[src/rtl/mem_req_arbiter.sv]
// Shares one single-cycle-latency RAM port between instruction fetch and load/store requesters.
// Optional macro ARB_RR_EN selects round-robin tie-breaking; otherwise LSU wins ties.
module mem_req_arbiter #(
   parameter int                 WIDTH = 64,
   parameter logic [WIDTH-1:0]   BASE  = 64'h0000_0000_8000_0000
) (
   input  logic                 clk,
   input  logic                 rst,
   input  logic                 if_req_valid,
   output logic                 if_req_ready,
   input  logic [WIDTH-1:0]     if_req_addr,
   output logic                 if_resp_valid,
   input  logic                 if_resp_ready,
   output logic [WIDTH-1:0]     if_resp_data,
   input  logic                 ls_req_valid,
   output logic                 ls_req_ready,
   input  logic [WIDTH-1:0]     ls_req_addr,
   input  logic                 ls_req_wen,
   input  logic [WIDTH-1:0]     ls_req_wdata,
   input  logic [WIDTH-1:0]     ls_req_wmask,
   output logic                 ls_resp_valid,
   input  logic                 ls_resp_ready,
   output logic [WIDTH-1:0]     ls_resp_rdata,
   output logic                 ram_en,
   output logic [WIDTH-1:0]     ram_idx,
   output logic                 ram_wen,
   output logic [WIDTH-1:0]     ram_wdata,
   output logic [WIDTH-1:0]     ram_wmask,
   input  logic [WIDTH-1:0]     ram_rdata
);

   typedef enum logic [1:0] {IDLE, ACCESS, CAPTURE, RESP} state_t;

   localparam logic OWN_IF = 1'b0;
   localparam logic OWN_LS = 1'b1;

   state_t           state, state_nxt;
   logic             owner;
   logic             wen_q;
   logic [WIDTH-1:0] addr_q, wdata_q, wmask_q, resp_q;
   logic [WIDTH-1:0] offset;
   logic             grant_if, grant_ls, req_hs;
   logic             access, resp_valid, resp_ready_sel;

`ifdef ARB_RR_EN
   logic             last_grant;
`endif

   function automatic logic [WIDTH-1:0] shape_resp(input logic             own,
                                                   input logic             wen,
                                                   input logic             half,
                                                   input logic [WIDTH-1:0] rdata);
      logic [WIDTH-1:0] res;
      res = '0;
      if (own == OWN_IF)
         res[31:0] = half ? rdata[63:32] : rdata[31:0];
      else if (!wen)
         res = rdata;
      return res;
   endfunction

   // Grant is purely combinational and only offered in IDLE outside reset
   always_comb begin
      grant_if = 1'b0;
      grant_ls = 1'b0;
      if (state == IDLE && !rst) begin
         if (if_req_valid && ls_req_valid) begin
`ifdef ARB_RR_EN
            if (last_grant == OWN_LS) grant_if = 1'b1;
            else                      grant_ls = 1'b1;
`else
            grant_ls = 1'b1;
`endif
         end else if (if_req_valid) begin
            grant_if = 1'b1;
         end else if (ls_req_valid) begin
            grant_ls = 1'b1;
         end
      end
   end

   assign if_req_ready   = grant_if;
   assign ls_req_ready   = grant_ls;
   assign req_hs         = grant_if | grant_ls;
   assign resp_ready_sel = (owner == OWN_LS) ? ls_resp_ready : if_resp_ready;

   always_comb begin
      state_nxt = state;
      case (state)
         IDLE:    if (req_hs) state_nxt = ACCESS;
         ACCESS:  state_nxt = CAPTURE;
         CAPTURE: state_nxt = RESP;
         RESP:    if (resp_ready_sel) state_nxt = IDLE;
         default: state_nxt = IDLE;
      endcase
   end

   always_ff @(posedge clk) begin
      if (rst) begin
         state <= IDLE;
         owner <= OWN_IF;
         wen_q <= 1'b0;
      end else begin
         state <= state_nxt;
         if (req_hs) begin
            owner <= grant_ls ? OWN_LS : OWN_IF;
            wen_q <= grant_ls & ls_req_wen;
         end
      end
   end

`ifdef ARB_RR_EN
   always_ff @(posedge clk) begin
      if (rst)         last_grant <= OWN_LS;
      else if (req_hs) last_grant <= grant_ls ? OWN_LS : OWN_IF;
   end
`endif

   // Request payload and response data carry no reset; their outputs are gated instead
   always_ff @(posedge clk) begin
      if (req_hs) begin
         addr_q  <= grant_ls ? ls_req_addr : if_req_addr;
         wdata_q <= ls_req_wdata;
         wmask_q <= ls_req_wmask;
      end
      if (state == CAPTURE)
         resp_q <= shape_resp(owner, wen_q, addr_q[2], ram_rdata);
   end

   assign offset     = addr_q - BASE;
   assign access     = (state == ACCESS) && !rst;
   assign resp_valid = (state == RESP) && !rst;

   assign ram_en    = access;
   assign ram_wen   = access && wen_q;
   assign ram_idx   = access ? (offset >> 3) : '0;
   assign ram_wdata = (access && wen_q) ? wdata_q : '0;
   assign ram_wmask = (access && wen_q) ? wmask_q : '0;

   assign if_resp_valid = resp_valid && (owner == OWN_IF);
   assign ls_resp_valid = resp_valid && (owner == OWN_LS);
   assign if_resp_data  = if_resp_valid ? resp_q : '0;
   assign ls_resp_rdata = ls_resp_valid ? resp_q : '0;

endmodule

[config.mk]
export PLATFORM = sky130hd
export DESIGN_NAME = mem_req_arbiter
export DESIGN_NICKNAME = d
export VERILOG_FILES = /design/src/rtl/mem_req_arbiter.sv
export SDC_FILE = /design/constraint.sdc
export NUM_CORES = 1
export LEC_CHECK = 0
export CAP_MARGIN = 40
export CORE_AREA = 2 2 257 259
export DETAILED_ROUTE_END_ITERATION = 10
export DIE_AREA = 0 0 259 261
export GPL_TIMING_DRIVEN = 0
export PLACE_DENSITY = 0.43
export SLEW_MARGIN = 10
export SYNTH_ARGS = -nofsm -noshare
export SYNTH_HDL_FRONTEND = slang
export SYNTH_SLANG_ARGS = --single-unit
[constraint.sdc]
create_clock -name clk -period 17.1 [get_ports clk]
set_input_delay 3.42 -clock clk [delete_from_list [all_inputs] [get_ports clk]]
set_output_delay 3.42 -clock clk [all_outputs]
set_load 0.01 [all_outputs]
Yosys cells after proc, flatten, opt, wreduce, memory -nomap -nowiden
Cells that the tools add are included.
- add/sub/neg operators: 1
- eq/ne operators: 5
- mux-type cells: 21
- bitwise operators: 3
- reductions and logical operators: 11
- operators with widths (operator ; count):
    64-bit 2-to-1 mux ; 5
    32-bit 2-to-1 mux ; 3
    64-bit by 32-bit subtractor with 64-bit output (second input constant) ; 1
    61-bit 2-to-1 mux ; 1
    1-bit 2-to-1 mux ; 9
    2-bit case mux with 4 select lines ; 1
    1-bit logical AND ; 7
    2-bit equality test (second input constant) ; 2
    2-bit 2-to-1 mux ; 2
    2-bit != test (second input constant) ; 2
    2-bit by 1-bit equality test with 1-bit output (second input constant) ; 1
    2-bit zero test ; 1
    2-bit AND reduction ; 1
    2-bit OR reduction ; 1
    1-bit bitwise AND ; 1
    1-bit zero test ; 1
    1-bit inverter ; 1
    1-bit bitwise OR ; 1
- register bits: 260
- bits of input ports: 327
- word-level logic and storage cells: 49

Longest topological paths before layout
Gate-level depths: netlist of run 1.
- depth in word-level cells: 7
- depth in mapped cells: 8
- gate-level depth less buffers: 6

Least setup slack after synthesis of run 1
No wires, ideal clock.
- path type: input port to output port
- start: input port rst
- end: output port ram_wdata[38]
- arrival: 4809 ps
- data required time: 13680 ps
- path slack: 8871 ps
- stages on the path: 7
- path buffers: 4
- cell sequence: clkbuf_1 -> nand2b_1 -> inv_1 -> clkbuf_1 -> clkbuf_1 -> clkbuf_1 -> and3_1
- cells in the longest elaborated chain, start to end: 4
- RTL lines (what ; line ; text):
    start, declared ; 8 ; input logic rst,
    1-bit zero test ; 131 ; assign access = (state == ACCESS) && !rst;
    1-bit logical AND ; 131 ;
    1-bit logical AND ; 137 ; assign ram_wdata = (access && wen_q) ? wdata_q : '0;
    64-bit 2-to-1 mux ; 137 ;
    end, declared ; 27 ; output logic [WIDTH-1:0] ram_wdata,
No other way between the ends.

Final worst setup path of run 1
- start: input port rst
- end: output port ram_wmask[32]
- cells in the longest elaborated chain, start to end: 4
- RTL lines (what ; line ; text):
    1-bit zero test ; 131 ;
    1-bit logical AND ; 131 ;
    1-bit logical AND ; 138 ; assign ram_wmask = (access && wen_q) ? wmask_q : '0;
    64-bit 2-to-1 mux ; 138 ;
    end, declared ; 28 ; output logic [WIDTH-1:0] ram_wmask,
No other way between the ends.

==> flow_metrics.py, run 1 <==
metrics = {
    "run_status": {
        "status": "complete, no violations",
    },
    "critical_path": {
        "arrival_ns": 6.58,
        "cp_max_fo": 10,
        "r2r_start": "state[0]",
        "endpoint_kind": "primary output",
        "cp-startpoint": "rst",
        "worstPathRequired_ns": 13.68,
        "critPathKind": "in -> out",
        "startpoint_type": "primary input",
    },
    "synthesis": {
        "synth-edff-count": 254,
        "synthesis.area_um2": 12100,
        "ys_seq_area_share_pct": 63.9,
        "synth_seq_cells": 258,
        "async_flop_share_pct": 0,
        "synth_flop_cell": "edfxtp_1",
        "syn_area_per_cell_um2": 13.3,
        "ys_warn_count": 0,
        "syn_inst": 909,
        "ys_types": 44,
    },
    "timing": {
        "rsz0062_at_grt": "false",
        "setup_viol": 0,
        "worst_pin_slew_ns": 0.838,
        "fin_crit_ns": 10.00,
        "clock_skew_ns": 0.0253,
        "min_period_over_period_pct": 58.5,
        "drv_slew": 0,
        "hold_violations": 0,
        "fin_ws_ns": 7.10,
        "relSlewSlack_pct": 43.6,
        "fmax_mhz": 100,
        "tns_ns": 0,
        "timing.hold.ws_ns": 0.605,
    },
    "pwr": {
        "power_density_nw_per_um2": 104,
        "total_power_mw": 2.15,
        "leakagePower_nw": 7.42,
        "max-vdd-ir-drop_mv": 0.0724,
    },
    "finish": {
        "instances_no_fill": 2490,
        "utilization_pct": 31.9,
        "nets": 1931,
        "layout-drive-gt1-share_pct": 8.07,
        "final_area_um2": 20700,
        "area_delta_synth_final_pct": 71.9,
    },
    "placement": {
        "io_buffers": 644,
        "post_dp_cell_area_um2": 19700,
        "place_congestion": 0.832,
        "place_inst": 2425,
        "hpwl_um": 41900,
        "place_ws_ns": 6.76,
    },
    "routing": {
        "ant_nets": 0,
        "vias": 10100,
        "first_iter_violations": 401,
        "routed_wl_um": 52700,
        "drc": 0,
        "via_per_inst": 4.04,
        "drt_pre_antenna_iters": 6,
        "wire_per_inst_um": 21.2,
    },
    "die": {
        "die_height_um": 261,
        "coreArea_um2": 65000,
        "initial_utilization_pct": 18.6,
        "io_pins": 653,
        "rows": 94,
        "die_w_um": 259,
        "die_area_um2": 67600,
    },
    "cts": {
        "cts_hold_buf": 0,
        "clock-sinks": 258,
        "root_buffer": "clkbuf_16",
        "cts_buffers": 34,
        "clock_latency_ns": 0.55,
        "h-tree-depth": 2,
        "cts_setup_buffers": 0,
        "path_clk_slew_ns": 0.05,
        "cts_buffer_depth": 3,
        "post_cts_resized": 0,
        "cts_tree": "done",
    },
    "grt": {
        "grt_usage_pct": 14.9,
        "grt_overflow": 0,
        "grt_max_degree": 73,
        "grt_antenna_before_repair": 8,
        "grt_pass1_vias": 10600,
        "grt_pass1_wl_um": 73500,
    },
    "worst_hold_path": {
        "min-delay-path-class": "reg -> reg",
        "min_from": "state[0]",
    },
    "run": {
        "drv_cap": 0,
    },
}
[placed cells by master (no fill, tap or decap), types with 6 or more instances in the layout]
cell | netlist | layout
clkbuf_1 | 69 | 78
clkinv_2 | 0 | 6
or3_1 | 11 | 11
a22o_1 | 32 | 32
clkinv_1 | 0 | 8
or4_1 | 7 | 7
mux2_2 | 62 | 62
and2_1 | 190 | 190
nand2_1 | 13 | 13
a21oi_1 | 15 | 15
mux2i_1 | 10 | 10
clkdlybuf4s50_1 | 0 | 644
nor2_1 | 20 | 20
clkbuf_16 | 0 | 34
o21ai_0 | 7 | 7
nand2b_1 | 15 | 15
nor4_1 | 6 | 6
and3_1 | 128 | 128
edfxtp_1 | 254 | 254
[critical path, cell delays in order]
cell             delay (ns)
clkbuf_1               0.21
nand2b_1               0.31
inv_1                  0.11
clkbuf_1               0.55
clkbuf_1               0.58
clkbuf_1               0.47
and3_1                 0.35
clkdlybuf4s50_1        0.58
[synth_stat cells, types with 4 or more instances]
library cell	number	share of area (%)
a21oi_1	15	0.62
a22o_1	32	2.3
and2_1	190	9.8
and3_1	128	6.6
clkbuf_1	69	2.1
dfxtp_1	4	0.66
edfxtp_1	254	63
ha_1	6	0.62
inv_1	6	0.19
mux2_2	62	5.8
mux2i_1	10	0.83
nand2_1	13	0.40
nand2b_1	15	0.78
nor2_1	20	0.62
nor4_1	6	0.31
nor4_2	4	0.41
o21ai_0	7	0.29
o31ai_1	4	0.25
o41ai_1	5	0.36
or3_1	11	0.57
or4_1	7	0.44
xnor2_1	5	0.36
[power breakdown]
| group | total (mW) | leakage, nW | switching, mW | internal (mW) |
|---|---|---|---|---|
| clock network | 0.659 | 0.489 | 0.287 | 0.373 |
| logic | 0.554 | 4.52 | 0.306 | 0.247 |
| registers | 0.937 | 2.41 | 0.0550 | 0.882 |
[logic make-up (layout without fill, tap and decap cells)]
kind of cell               count (synthesis)  in the layout  share of synthesized area (%)
adders and majority gates                  6              6                          0.622
AOI/OAI and AO/OA                         70             70                           4.32
muxes                                     72             72                           6.61
DFF                                      258            258                           63.9
and+or+nand+nor                          412            412                           21.2
other                                      1              5                         0.0311
xor gates and xnor gates                   7              7                          0.508
buffers and inverters                     83            796                           2.81
[state kept, by name, summed over array words and instances (netlist names)]
register  flops
resp_q       64
wdata_q      64
wmask_q      64
addr_q       62
state         2
owner         1
wen_q         1
[area by class of cell]
cell class | count | area, um2
diodes | 2 | 5.00
plain buffers | 77 | 317
clock buffers | 44 | 898
clock inverters | 18 | 101
fillers | 6595 | 44300
inverters | 6 | 30.0
multi-input cells | 570 | 4040
flip-flops and latches | 258 | 7710
well taps | 864 | 1080
repair buffers | 651 | 6570
[routing by layer]
metal | vias up | global-route usage [%] | share of wire (%)
li1 | 4712 | - | -
met1 | 4798 | 16.1 | 37
met2 | 472 | 26.7 | 50
met3 | 74 | 6.04 | 10
met4 | 12 | 4.40 | 2.5
met5 | - | 0 | 0.16
[path summary, 6_finish.rpt]
check | endpoint | slack [ns] | cells after the start
worst min register to register | state[0] | 0.61 | 2
worst max register to register | addr_q[56] | 14.54 | 9
worst max-delay path | ram_wmask[32] | 7.10 | 8
worst min-delay path | state[0] | 0.61 | 2
Note: power is estimated with default switching activity, not from simulation.
==> run 2: changes to the inputs <==
--- a/config.mk
+++ b/config.mk
@@ -10,7 +10,7 @@
 export DETAILED_ROUTE_END_ITERATION = 10
 export DIE_AREA = 0 0 259 261
 export GPL_TIMING_DRIVEN = 0
-export PLACE_DENSITY = 0.43
+export PLACE_DENSITY = 0.45
 export SLEW_MARGIN = 10
 export SYNTH_ARGS = -nofsm -noshare
 export SYNTH_HDL_FRONTEND = slang
==> constraint.sdc (replaced) <==
create_clock -name clk -period 8.57 [get_ports clk]
set_input_delay 1.714 -clock clk [delete_from_list [all_inputs] [get_ports clk]]
set_output_delay 1.714 -clock clk [all_outputs]
set_load 0.01 [all_outputs]
==> flow_metrics.py, run 2 (synthesis results as in run 1) <==
metrics = {
    "die": {
        "die_area_um2": 67600,
        "rows": 94,
        "die_height_um": 261,
        "initial_utilization_pct": 18.6,
        "coreArea_um2": 65000,
        "die_w_um": 259,
        "io_pins": 653,
    },
    "pwr": {
        "power_density_nw_per_um2": 207,
        "max-vdd-ir-drop_mv": 0.126,
        "leakagePower_nw": 7.41,
        "total_power_mw": 4.30,
    },
    "finish": {
        "fillers": 6592,
        "utilization_pct": 31.8,
        "nets": 1930,
        "area_delta_synth_final_pct": 71.6,
        "layout-drive-gt1-share_pct": 8.09,
        "final_cell_mix": "clkdlybuf4s50_1, edfxtp_1, and2_1",
        "reg.largest.list": "resp_q x64, wdata_q x64, wmask_q x64",
        "final_common_cell": "clkdlybuf4s50_1",
        "final_area_um2": 20700,
        "instances_no_fill": 2484,
    },
    "routing": {
        "vias": 10200,
        "drt_pre_antenna_iters": 4,
        "routed_wl_um": 53400,
        "dr.max_layer_used": "met5",
        "via_per_inst": 4.10,
        "ant_nets": 0,
        "first_iter_violations": 427,
        "drc": 0,
        "wire_per_inst_um": 21.5,
        "route.met3.wl_um": 5470,
        "wl_met1_um": 19200,
        "wl_met2_um": 27200,
    },
    "placement": {
        "place_ws_ns": 2.08,
        "place_inst": 2425,
        "post_dp_cell_area_um2": 19700,
        "place_congestion": 0.909,
        "io_buffers": 644,
        "hpwl_um": 42200,
    },
    "worst_hold_path": {
        "hold_depth": 2,
        "holdPathEnd": "state[0]",
        "min_from": "state[0]",
        "min-delay-path-class": "reg -> reg",
    },
    "timing": {
        "timing.hold.ws_ns": 0.577,
        "drv_slew": 0,
        "worst_pin_slew_ns": 0.848,
        "setup_viol": 0,
        "hold_violations": 0,
        "tns_ns": 0,
        "clock_skew_ns": 0.0201,
        "rsz0062_at_grt": "false",
        "fmax_mhz": 159,
        "fin_crit_ns": 6.29,
        "fin_ws_ns": 2.28,
        "relSlewSlack_pct": 43.4,
        "min_period_over_period_pct": 73.4,
    },
    "cts": {
        "cts_hold_buf": 0,
        "clock-sinks": 258,
        "cts_tree": "done",
        "path_clk_slew_ns": 0.06,
        "clock_latency_ns": 0.55,
        "cts_setup_buffers": 0,
        "cts_buffer_depth": 3,
        "root_buffer": "clkbuf_16",
        "h-tree-depth": 2,
        "cts_buffers": 34,
        "post_cts_resized": 0,
    },
    "grt": {
        "grt_usage_pct": 15.1,
        "grt_overflow": 0,
        "grt_antenna_before_repair": 6,
        "grt_pass1_wl_um": 74400,
        "grt_max_degree": 102,
        "grt_pass1_vias": 10700,
    },
    "critical_path": {
        "r2r_start": "state[0]",
        "arrival_ns": 4.57,
        "startpoint_type": "primary input",
        "r2r_cells": 6,
        "endpoint_kind": "primary output",
        "cp-startpoint": "rst",
        "critPathKind": "in -> out",
        "r2r_end": "wdata_q[56]",
        "r2r_slack_ns": 5.76,
        "cp_max_fo": 10,
        "worstPathRequired_ns": 6.86,
    },
    "run": {
        "drv_cap": 0,
    },
    "run_status": {
        "status": "complete, no violations",
    },
}
[run 2: final cells by class]
type                            instances  area (um2)  area share (%)
Antenna cell                            1        2.50          0.0121
Buffer                                 77         317            1.53
Clock buffer                           40         873            4.22
Clock inverter                         18         105           0.507
Inverter                                6        30.0           0.145
Multi-Input combinational cell        570        4040            19.5
Sequential cell                       258        7710            37.2
Tap cell                              864        1080            5.22
Timing Repair Buffer                  650        6550            31.6
[run 2: how the worst max path moves through the flow]
stage / end / slack (ns) / depth (start not counted)
floorplan: addr_q[10] / 2.21 / 4
global placement: wmask_q[29] / -0.44 / 3
detailed placement: ram_wmask[31] / 2.08 / 9
CTS: ram_wmask[31] / 2.07 / 9
global route: ram_wmask[31] / 2.02 / 9
finish: ram_wmask[31] / 2.28 / 9
[run 2: power breakdown]
part	switching (mW)	internal (mW)	leakage, nW
Clock	0.573	0.730	0.487
Sequential	0.116	1.76	2.41
Combinational	0.625	0.490	4.51
Total	1.31	2.98	7.41
[run 2: critical path, cell delays in order]
cell and delay [ns]:
clkbuf_1 0.20, nand2b_1 0.29, inv_1 0.10, clkbuf_1 0.55, clkbuf_1 0.18, buf_6 0.17
clkbuf_1 0.44, and3_1 0.32, clkdlybuf4s50_1 0.58
[run 2: per-layer routing]
layer / global-route usage [%] / up-vias
met5: 0 / -
met4: 4.90 / 6
met3: 6.29 / 76
met2: 27.2 / 502
met1: 16.0 / 4893
li1: - / 4718
==> run 3: changes to the inputs <==
--- a/config.mk
+++ b/config.mk
@@ -10,7 +10,7 @@
 export DETAILED_ROUTE_END_ITERATION = 10
 export DIE_AREA = 0 0 259 261
 export GPL_TIMING_DRIVEN = 0
-export PLACE_DENSITY = 0.45
+export PLACE_DENSITY = 0.43
 export SLEW_MARGIN = 10
 export SYNTH_ARGS = -nofsm -noshare
 export SYNTH_HDL_FRONTEND = slang
==> constraint.sdc (replaced) <==
create_clock -name clk -period 6.2 [get_ports clk]
set_input_delay 1.24 -clock clk [delete_from_list [all_inputs] [get_ports clk]]
set_output_delay 1.24 -clock clk [all_outputs]
set_load 0.01 [all_outputs]
==> results of run 3 <==
Same layout as run 1 (identical final DEF). Status: complete, no violations.
Main changes from that run: setup slack after placement 6.76 ns -> 0.220 ns; setup slack after layout 7.10 ns -> 0.557 ns; register-to-register setup slack 14.54 ns -> 3.64 ns; total power 2.15 mW -> 5.93 mW; worst IR drop on VDD 0.0724 mV -> 0.200 mV
